[src/rtl/float_accum_multichannel.sv]
// Multi-channel FP32 accumulator: per-channel running sums, saturating sample
// counters and sticky NaN/Inf/denormal flags, sharing one FP32 adder.

// Two-step FP32 adder: operands captured on loadArgs (busy = 1), result
// computed and registered on the following edge (busy = 0, sum valid).
module Float32Add (
    input  logic        clk,
    input  logic        resetn,
    input  logic        loadArgs,
    input  logic [31:0] leftArg,
    input  logic [31:0] rightArg,
    input  logic        addSub,     // 1 = add, 0 = subtract
    output logic        busy,
    output logic [31:0] sum
);
    logic [31:0] a_r;
    logic [31:0] b_r;               // right operand with sign already adjusted
    logic        busy_r;
    logic [31:0] sum_r;

    // Round-to-nearest-even FP32 addition with denormal support
    function automatic logic [31:0] fp_add(input logic [31:0] a, input logic [31:0] b);
        logic [31:0] res;
        logic [7:0]  ea, eb, eg, el, d;
        logic [23:0] mg, ml;
        logic        sg, sl, sticky, rnd_up;
        logic [26:0] xl, x;
        logic [27:0] m;
        logic [8:0]  e;
        logic [24:0] r;
        logic [4:0]  lz;
        res = 32'h0000_0000;
        if ((a[30:23] == 8'hFF && a[22:0] != 23'd0) || (b[30:23] == 8'hFF && b[22:0] != 23'd0) ||
            (a[30:0] == 31'h7F80_0000 && b[30:0] == 31'h7F80_0000 && a[31] != b[31])) begin
            res = 32'h7FC0_0000;
        end else if (a[30:23] == 8'hFF) begin
            res = a;
        end else if (b[30:23] == 8'hFF) begin
            res = b;
        end else begin
            ea = (a[30:23] == 8'd0) ? 8'd1 : a[30:23];
            eb = (b[30:23] == 8'd0) ? 8'd1 : b[30:23];
            if (a[30:0] >= b[30:0]) begin
                sg = a[31]; eg = ea; mg = {a[30:23] != 8'd0, a[22:0]};
                sl = b[31]; el = eb; ml = {b[30:23] != 8'd0, b[22:0]};
            end else begin
                sg = b[31]; eg = eb; mg = {b[30:23] != 8'd0, b[22:0]};
                sl = a[31]; el = ea; ml = {a[30:23] != 8'd0, a[22:0]};
            end
            d  = eg - el;
            xl = {ml, 3'b000};
            sticky = 1'b0;
            if (d >= 8'd27) begin
                sticky = |ml;
                xl = 27'd0;
            end else begin
                for (int i = 0; i < 27; i++) begin
                    if (8'(i) < d) sticky = sticky | xl[i];
                    else sticky = sticky;
                end
                xl = xl >> d;
            end
            xl[0] = xl[0] | sticky;
            if (sg == sl) m = {1'b0, mg, 3'b000} + {1'b0, xl};
            else m = {1'b0, mg, 3'b000} - {1'b0, xl};
            e = {1'b0, eg};
            if (m == 28'd0) begin
                res = {sg & sl, 31'd0};
            end else begin
                if (m[27]) begin
                    x = m[27:1];
                    x[0] = m[1] | m[0];
                    e = e + 9'd1;
                end else begin
                    lz = 5'd27;
                    for (int i = 0; i < 27; i++) begin
                        if (m[i]) lz = 5'(26 - i);
                        else lz = lz;
                    end
                    // Stop normalising at the minimum exponent: result becomes denormal
                    if ({4'b0000, lz} > (e - 9'd1)) lz = 5'(e - 9'd1);
                    else lz = lz;
                    x = m[26:0] << lz;
                    e = e - {4'b0000, lz};
                end
                rnd_up = x[2] & (x[1] | x[0] | x[3]);
                r = {1'b0, x[26:3]} + {24'd0, rnd_up};
                if (r[24]) begin
                    r = r >> 1;
                    e = e + 9'd1;
                end else begin
                    r = r;
                end
                if (e >= 9'd255) res = {sg, 8'hFF, 23'd0};
                else if (!r[23]) res = {sg, 8'd0, r[22:0]};
                else res = {sg, e[7:0], r[22:0]};
            end
        end
        return res;
    endfunction

    // Operand capture and single-cycle compute
    always_ff @(posedge clk or negedge resetn) begin
        if (!resetn) begin
            a_r    <= 32'h0000_0000;
            b_r    <= 32'h0000_0000;
            busy_r <= 1'b0;
            sum_r  <= 32'h0000_0000;
        end else if (loadArgs) begin
            a_r    <= leftArg;
            b_r    <= {rightArg[31] ^ ~addSub, rightArg[30:0]};
            busy_r <= 1'b1;
        end else if (busy_r) begin
            sum_r  <= fp_add(a_r, b_r);
            busy_r <= 1'b0;
        end else begin
            busy_r <= 1'b0;
        end
    end

    assign busy = busy_r;
    assign sum  = sum_r;
endmodule

module float_accum_multichannel #(
    parameter int CHANNELS = 4,
    parameter int CNT_W    = 16,
    parameter int CH_W     = (CHANNELS > 1) ? $clog2(CHANNELS) : 1
) (
    input  logic             clk,
    input  logic             resetn,
    input  logic             in_valid,
    output logic             in_ready,
    input  logic [31:0]      in_data,
    input  logic [CH_W-1:0]  in_ch,
    input  logic [1:0]       in_op,
    output logic             out_valid,
    output logic [CH_W-1:0]  out_ch,
    output logic [31:0]      out_sum,
    output logic [CNT_W-1:0] out_count,
    output logic             out_err,
    input  logic [CH_W-1:0]  rd_ch,
    output logic [31:0]      rd_sum,
    output logic [CNT_W-1:0] rd_count,
    output logic [2:0]       rd_flags
);
    localparam logic [1:0]    OP_SUB  = 2'd1;
    localparam logic [1:0]    OP_INIT = 2'd2;
    localparam logic [CH_W:0] NUM_CH  = (CH_W+1)'(CHANNELS);

    typedef enum logic [2:0] {IDLE, LOAD, WAIT1, WAIT, WRITE} state_t;

    state_t          state_r;
    logic [31:0]     acc_r   [CHANNELS];
    logic [CNT_W-1:0] cnt_r  [CHANNELS];
    logic [2:0]      flags_r [CHANNELS];
    logic [CH_W-1:0] ch_r;
    logic [31:0]     data_r;
    logic [1:0]      op_r;
    logic            load_args_r;
    logic            adder_busy_s;
    logic [31:0]     adder_sum_s;
    logic [31:0]     cur_acc_s;
    logic [CNT_W-1:0] cur_cnt_s;
    logic [CNT_W-1:0] next_cnt_s;
    logic [2:0]      cur_flags_s;
    logic [31:0]     init_val_s;
    logic            init_op_s;
    logic            bad_ch_s;

    // Classification: {NaN, Inf, denormal}
    function automatic logic [2:0] fp_class(input logic [31:0] v);
        return {v[30:23] == 8'hFF && v[22:0] != 23'd0,
                v[30:23] == 8'hFF && v[22:0] == 23'd0,
                v[30:23] == 8'h00 && v[22:0] != 23'd0};
    endfunction

    Float32Add u_add (
        .clk      (clk),
        .resetn   (resetn),
        .loadArgs (load_args_r),
        .leftArg  (cur_acc_s),
        .rightArg (data_r),
        .addSub   (op_r != OP_SUB),
        .busy     (adder_busy_s),
        .sum      (adder_sum_s)
    );

    assign in_ready = (state_r == IDLE);

    // Channel muxes for the read port and the channel of the op in flight
    always_comb begin
        rd_sum      = 32'h0000_0000;
        rd_count    = {CNT_W{1'b0}};
        rd_flags    = 3'b000;
        cur_acc_s   = 32'h0000_0000;
        cur_cnt_s   = {CNT_W{1'b0}};
        cur_flags_s = 3'b000;
        for (int i = 0; i < CHANNELS; i++) begin
            if (rd_ch == CH_W'(i)) begin
                rd_sum   = acc_r[i];
                rd_count = cnt_r[i];
                rd_flags = flags_r[i];
            end else begin
                rd_sum = rd_sum;
            end
            if (ch_r == CH_W'(i)) begin
                cur_acc_s   = acc_r[i];
                cur_cnt_s   = cnt_r[i];
                cur_flags_s = flags_r[i];
            end else begin
                cur_acc_s = cur_acc_s;
            end
        end
        if (cur_cnt_s == {CNT_W{1'b1}}) next_cnt_s = cur_cnt_s;
        else next_cnt_s = cur_cnt_s + {{(CNT_W-1){1'b0}}, 1'b1};
        init_op_s = (in_op == OP_INIT);
        if (init_op_s) init_val_s = in_data;
        else init_val_s = 32'h0000_0000;
        bad_ch_s = ({1'b0, in_ch} >= NUM_CH);
    end

    // Control FSM, accumulator state and registered result strobe
    always_ff @(posedge clk or negedge resetn) begin
        if (!resetn) begin
            state_r     <= IDLE;
            ch_r        <= {CH_W{1'b0}};
            data_r      <= 32'h0000_0000;
            op_r        <= 2'd0;
            load_args_r <= 1'b0;
            out_valid   <= 1'b0;
            out_err     <= 1'b0;
            out_ch      <= {CH_W{1'b0}};
            out_sum     <= 32'h0000_0000;
            out_count   <= {CNT_W{1'b0}};
            for (int i = 0; i < CHANNELS; i++) begin
                acc_r[i]   <= 32'h0000_0000;
                cnt_r[i]   <= {CNT_W{1'b0}};
                flags_r[i] <= 3'b000;
            end
        end else begin
            out_valid   <= 1'b0;
            out_err     <= 1'b0;
            load_args_r <= 1'b0;
            case (state_r)
                IDLE: begin
                    if (in_valid) begin
                        ch_r   <= in_ch;
                        data_r <= in_data;
                        op_r   <= in_op;
                        if (bad_ch_s) begin
                            out_valid <= 1'b1;
                            out_err   <= 1'b1;
                            out_ch    <= in_ch;
                            out_sum   <= 32'h0000_0000;
                            out_count <= {CNT_W{1'b0}};
                        end else if (in_op[1]) begin
                            for (int i = 0; i < CHANNELS; i++) begin
                                if (in_ch == CH_W'(i)) begin
                                    acc_r[i]   <= init_val_s;
                                    cnt_r[i]   <= {{(CNT_W-1){1'b0}}, init_op_s};
                                    flags_r[i] <= init_op_s ? fp_class(in_data) : 3'b000;
                                end else begin
                                    acc_r[i] <= acc_r[i];
                                end
                            end
                            out_valid <= 1'b1;
                            out_ch    <= in_ch;
                            out_sum   <= init_val_s;
                            out_count <= {{(CNT_W-1){1'b0}}, init_op_s};
                        end else begin
                            load_args_r <= 1'b1;
                            state_r     <= LOAD;
                        end
                    end else begin
                        state_r <= IDLE;
                    end
                end
                LOAD:  state_r <= WAIT1;
                WAIT1: state_r <= WAIT;
                WAIT: begin
                    // Result is committed on the edge that enters WRITE
                    if (!adder_busy_s) begin
                        for (int i = 0; i < CHANNELS; i++) begin
                            if (ch_r == CH_W'(i)) begin
                                acc_r[i]   <= adder_sum_s;
                                cnt_r[i]   <= next_cnt_s;
                                flags_r[i] <= cur_flags_s | fp_class(adder_sum_s);
                            end else begin
                                acc_r[i] <= acc_r[i];
                            end
                        end
                        out_valid <= 1'b1;
                        out_ch    <= ch_r;
                        out_sum   <= adder_sum_s;
                        out_count <= next_cnt_s;
                        state_r   <= WRITE;
                    end else begin
                        state_r <= WAIT;
                    end
                end
                WRITE:   state_r <= IDLE;
                default: state_r <= IDLE;
            endcase
        end
    end
endmodule

[config.mk]
export PLATFORM = sky130hd
export DESIGN_NAME = float_accum_multichannel
export DESIGN_NICKNAME = d
export VERILOG_FILES = /design/src/rtl/float_accum_multichannel.sv
export SDC_FILE = /design/constraint.sdc
export NUM_CORES = 1
export LEC_CHECK = 0
export ABC_CLOCK_PERIOD_IN_PS = 49100
export BUFFER_PORTS_ARGS = -buffer_cell sky130_fd_sc_hd__buf_2
export CAP_MARGIN = 10
export CORE_MARGIN = 10
export CORE_UTILIZATION = 62
export CTS_CLUSTER_SIZE = 20
export DETAILED_ROUTE_END_ITERATION = 6
export MAX_ROUTING_LAYER = met4
export PLACE_DENSITY = 0.86
export SYNTH_ARGS = -nofsm -noshare
export SYNTH_HDL_FRONTEND = slang
export SYNTH_SLANG_ARGS = --single-unit
[constraint.sdc]
create_clock -name clk -period 49.1 [get_ports clk]
set_input_delay 4.91 -clock clk [delete_from_list [all_inputs] [get_ports clk]]
set_output_delay 4.91 -clock clk [all_outputs]
set_load 0.005 [all_outputs]
==> results.yml <==
grt:
  grt_max_degree: 106
  grt.total_usage_pct: 37.4
  grt_pass1_vias: 28000
  grt_pass1_wl_mm: 166
  grt_antenna_before_repair: 5
  overflow: 0
placement:
  dp_hpwl_mm: 77.5
  placed_area_mm2: 0.0312
  place_congestion: 1.07
  io_buffers: 143
floorplanning:
  core.rowCount: 80
  ios: 145
  die_h_um: 241
  start_util_pct: 63.1
  die_area_mm2: 0.0580
  die_x_um: 241
  core_area_mm2: 0.0479
cells_and_area:
  nets: 3602
  drive_gt1_share_pct: 15.7
  area_growth_pct: 7.61
  design_area_mm2: 0.0325
clock_network:
  ctsLongestPathBuffers: 3
  post_cts_buffers: 0
  cts.sinks: 392
  htreeDepth: 2
  ctsRootBufferMaster: "clkbuf_16"
  path_clk_slew_ps: 80
  cts-buffers-inserted: 39
  clock_latency_ps: 570
  hold_buffers: 0
  cts_resized: 0
  tritoncts: "done"
synthesis:
  ys_ff_latch: 392
  syn_inst: 3456
  synth_area_leaders: "dfrtp_1 32%, mux4_2 8.5%, nand2_1 5.8%"
  synthFlopType: "dfrtp_1"
  yosysTopAreaCellShare_pct: 32.4
  synth_edf_count: 0
  yosysSeqAreaShare_pct: 32.4
  synth_warnings: 0
  synthTopCellsByCount: "470 x nand2_1, 392 x dfrtp_1, 348 x nor2_1"
  yosysTopAreaCell: "dfrtp_1"
  synth-async-reset-ratio_pct: 100
  synth.distinct_cells: 110
  yosysMostFrequentCell: "nand2_1"
  netlist_area_mm2: 0.0302
  syn_avg_cell_area_um2: 8.75
  syn-num-nets: 3602
worst_hold_path:
  min_from: "out_count[9]$_DFFE_PN0P_"
  min_path_type: "reg2reg"
route:
  drtIter0Drc: 4596
  drt-total-wl_mm: 107
  routedWlPerCell_um: 26.0
  post-route-drc-count: 0
  via_per_inst: 7.27
  ant_nets: 0
  vias: 29800
  first_pass_iters: 7
worst_setup_path:
  critPathMaxStageDelay_ps: 910
  setup.worst_path.end_class: "register"
  worst_path_max_delay_cell: "nor4b_4"
  start_kind: "register"
  cp.arrival_ps: 20350
  crit_type: "reg2reg"
  r2r_slack_ps: 29240
  cp-startpoint: "u_add.b_r[11]$_DFFE_PN0P_"
  required_ps: 49590
  crit_path_frequent_cell: "mux2i_1"
  reg2reg_from: "u_add.b_r[11]$_DFFE_PN0P_"
  path_max_fanout: 32
timing:
  finalCriticalPeriod_ps: 19860
  hold_violations: 0
  slew_headroom_pct: 6.96
  rsz0062_at_grt: "false"
  finalSetupViolCount: 0
  fin_skew_ps: 20.8
  post-route-period-util_pct: 40.5
  fmax_mhz: 50.3
  tightest_slew_ps: 1370
  fin_tns_setup_ps: 0
  slew_viol_final: 0
job:
  maxCapViolCount: 0
outcome:
  outcome: "finished clean"
==> through the flow <==
step                      setup WS [ps]  hold slack (ps)  utilization [%]  std cells
after floorplan                   32600              352                -       3456
after global placement            30140              443             65.1       4030
after detailed placement          30010              451             65.1       4030
after CTS                         29920              463             67.8       4096
after global routing              28010              494             67.9       4101
final                             29240              464             67.9       4101
==> final timing paths <==
| check | cells after the start | end |
|---|---|---|
| max in group asynchronous | 3 | u_add.b_r[10]$_DFFE_PN0P_ |
| min in group asynchronous | 1 | cnt_r[24]$_DFFE_PN0P_ |
| hold reg to reg | 2 | out_count[9]$_DFFE_PN0P_ |
| hold / removal | 2 | out_count[9]$_DFFE_PN0P_ |
| setup / recovery | 61 | u_add.sum[11]$_DFFE_PN0P_ |
| setup reg to reg | 61 | u_add.sum[11]$_DFFE_PN0P_ |
==> worst max-delay path: cells and delay by family, from the launching register on <==
kind / cells / cell delay, ps
AO/OA/AOI/OAI: 27 / 7180
AND/OR/NAND/NOR: 19 / 7070
multiplexers: 6 / 2290
adder cells (fa/ha/maj): 5 / 1680
buffers and inverters: 4 / 1070
flip-flops: 1 / 440
==> cells in the final DEF, fill, tap and decap left out, types with 12 or more instances in the layout <==
cell type and count:
a211oi_1 38, a21o_1 27, a21oi_1 277, a22o_1 18, a22oi_1 45, a31oi_1 40, a32o_1 14, and2_1 30
and3_1 30, buf_2 141, buf_4 46, clkbuf_16 41, dfrtp_1 389, ha_1 102, inv_1 120, mux2_2 99
mux2i_1 96, mux4_2 114, nand2_1 469, nand2b_1 30, nand3_1 80, nand4_1 38, nor2_1 345, nor2b_1 18
nor3_1 56, nor4_1 36, o2111ai_1 12, o211ai_1 30, o21ai_0 195, o22ai_1 15, o31a_1 12, o31ai_1 32
or2_2 12, or3_1 22, xnor2_1 52, xor2_1 34
==> area by class of cell <==
cell class / instances / area (µm²)
Tap cell: 615 / 769
Antenna cell: 5 / 12.5
Inverter: 127 / 477
Clock inverter: 9 / 128
Fill cell: 3591 / 15400
Timing Repair Buffer: 188 / 1070
Sequential cell: 392 / 9820
Multi-Input combinational cell: 2708 / 19100
Clock buffer: 57 / 1170
==> cells by family after synthesis <==
group / Yosys count / share of synthesized area [%]
adder cells (fa/ha/maj): 106 / 4.43
AO/OA/AOI/OAI: 966 / 21.6
XOR/XNOR: 89 / 2.60
flip-flops: 392 / 32.4
AND/OR/NAND/NOR: 1237 / 18.9
multiplexers: 309 / 15.4
other: 1 / 0.0124
buffers and inverters: 356 / 4.68
==> per-layer routing <==
metal,GRT usage (%),part of all wire [%],wire (µm),vias up
li1,-,-,-,12800
met1,47.9,38,40100,14400
met2,56.5,45,48100,2219
met3,7.86,12,12600,422
met4,17.2,5.3,5700,0
met5,-,0,0,-
==> sequential cells by signal, summed over array words and instances, names as in the netlist <==
signal,cells
acc_r,128
cnt_r,64
data_r,32
out_sum,32
u_add.a_r,32
u_add.b_r,32
u_add.sum,32
out_count,16
flags_r,12
state_r,3
ch_r,2
op_r,2
out_ch,2
load_args_r,1
out_valid,1
u_add.busy,1
Power is not shown: default switching activity piles up to over one toggle a cycle in this logic, so the estimate is an artifact.
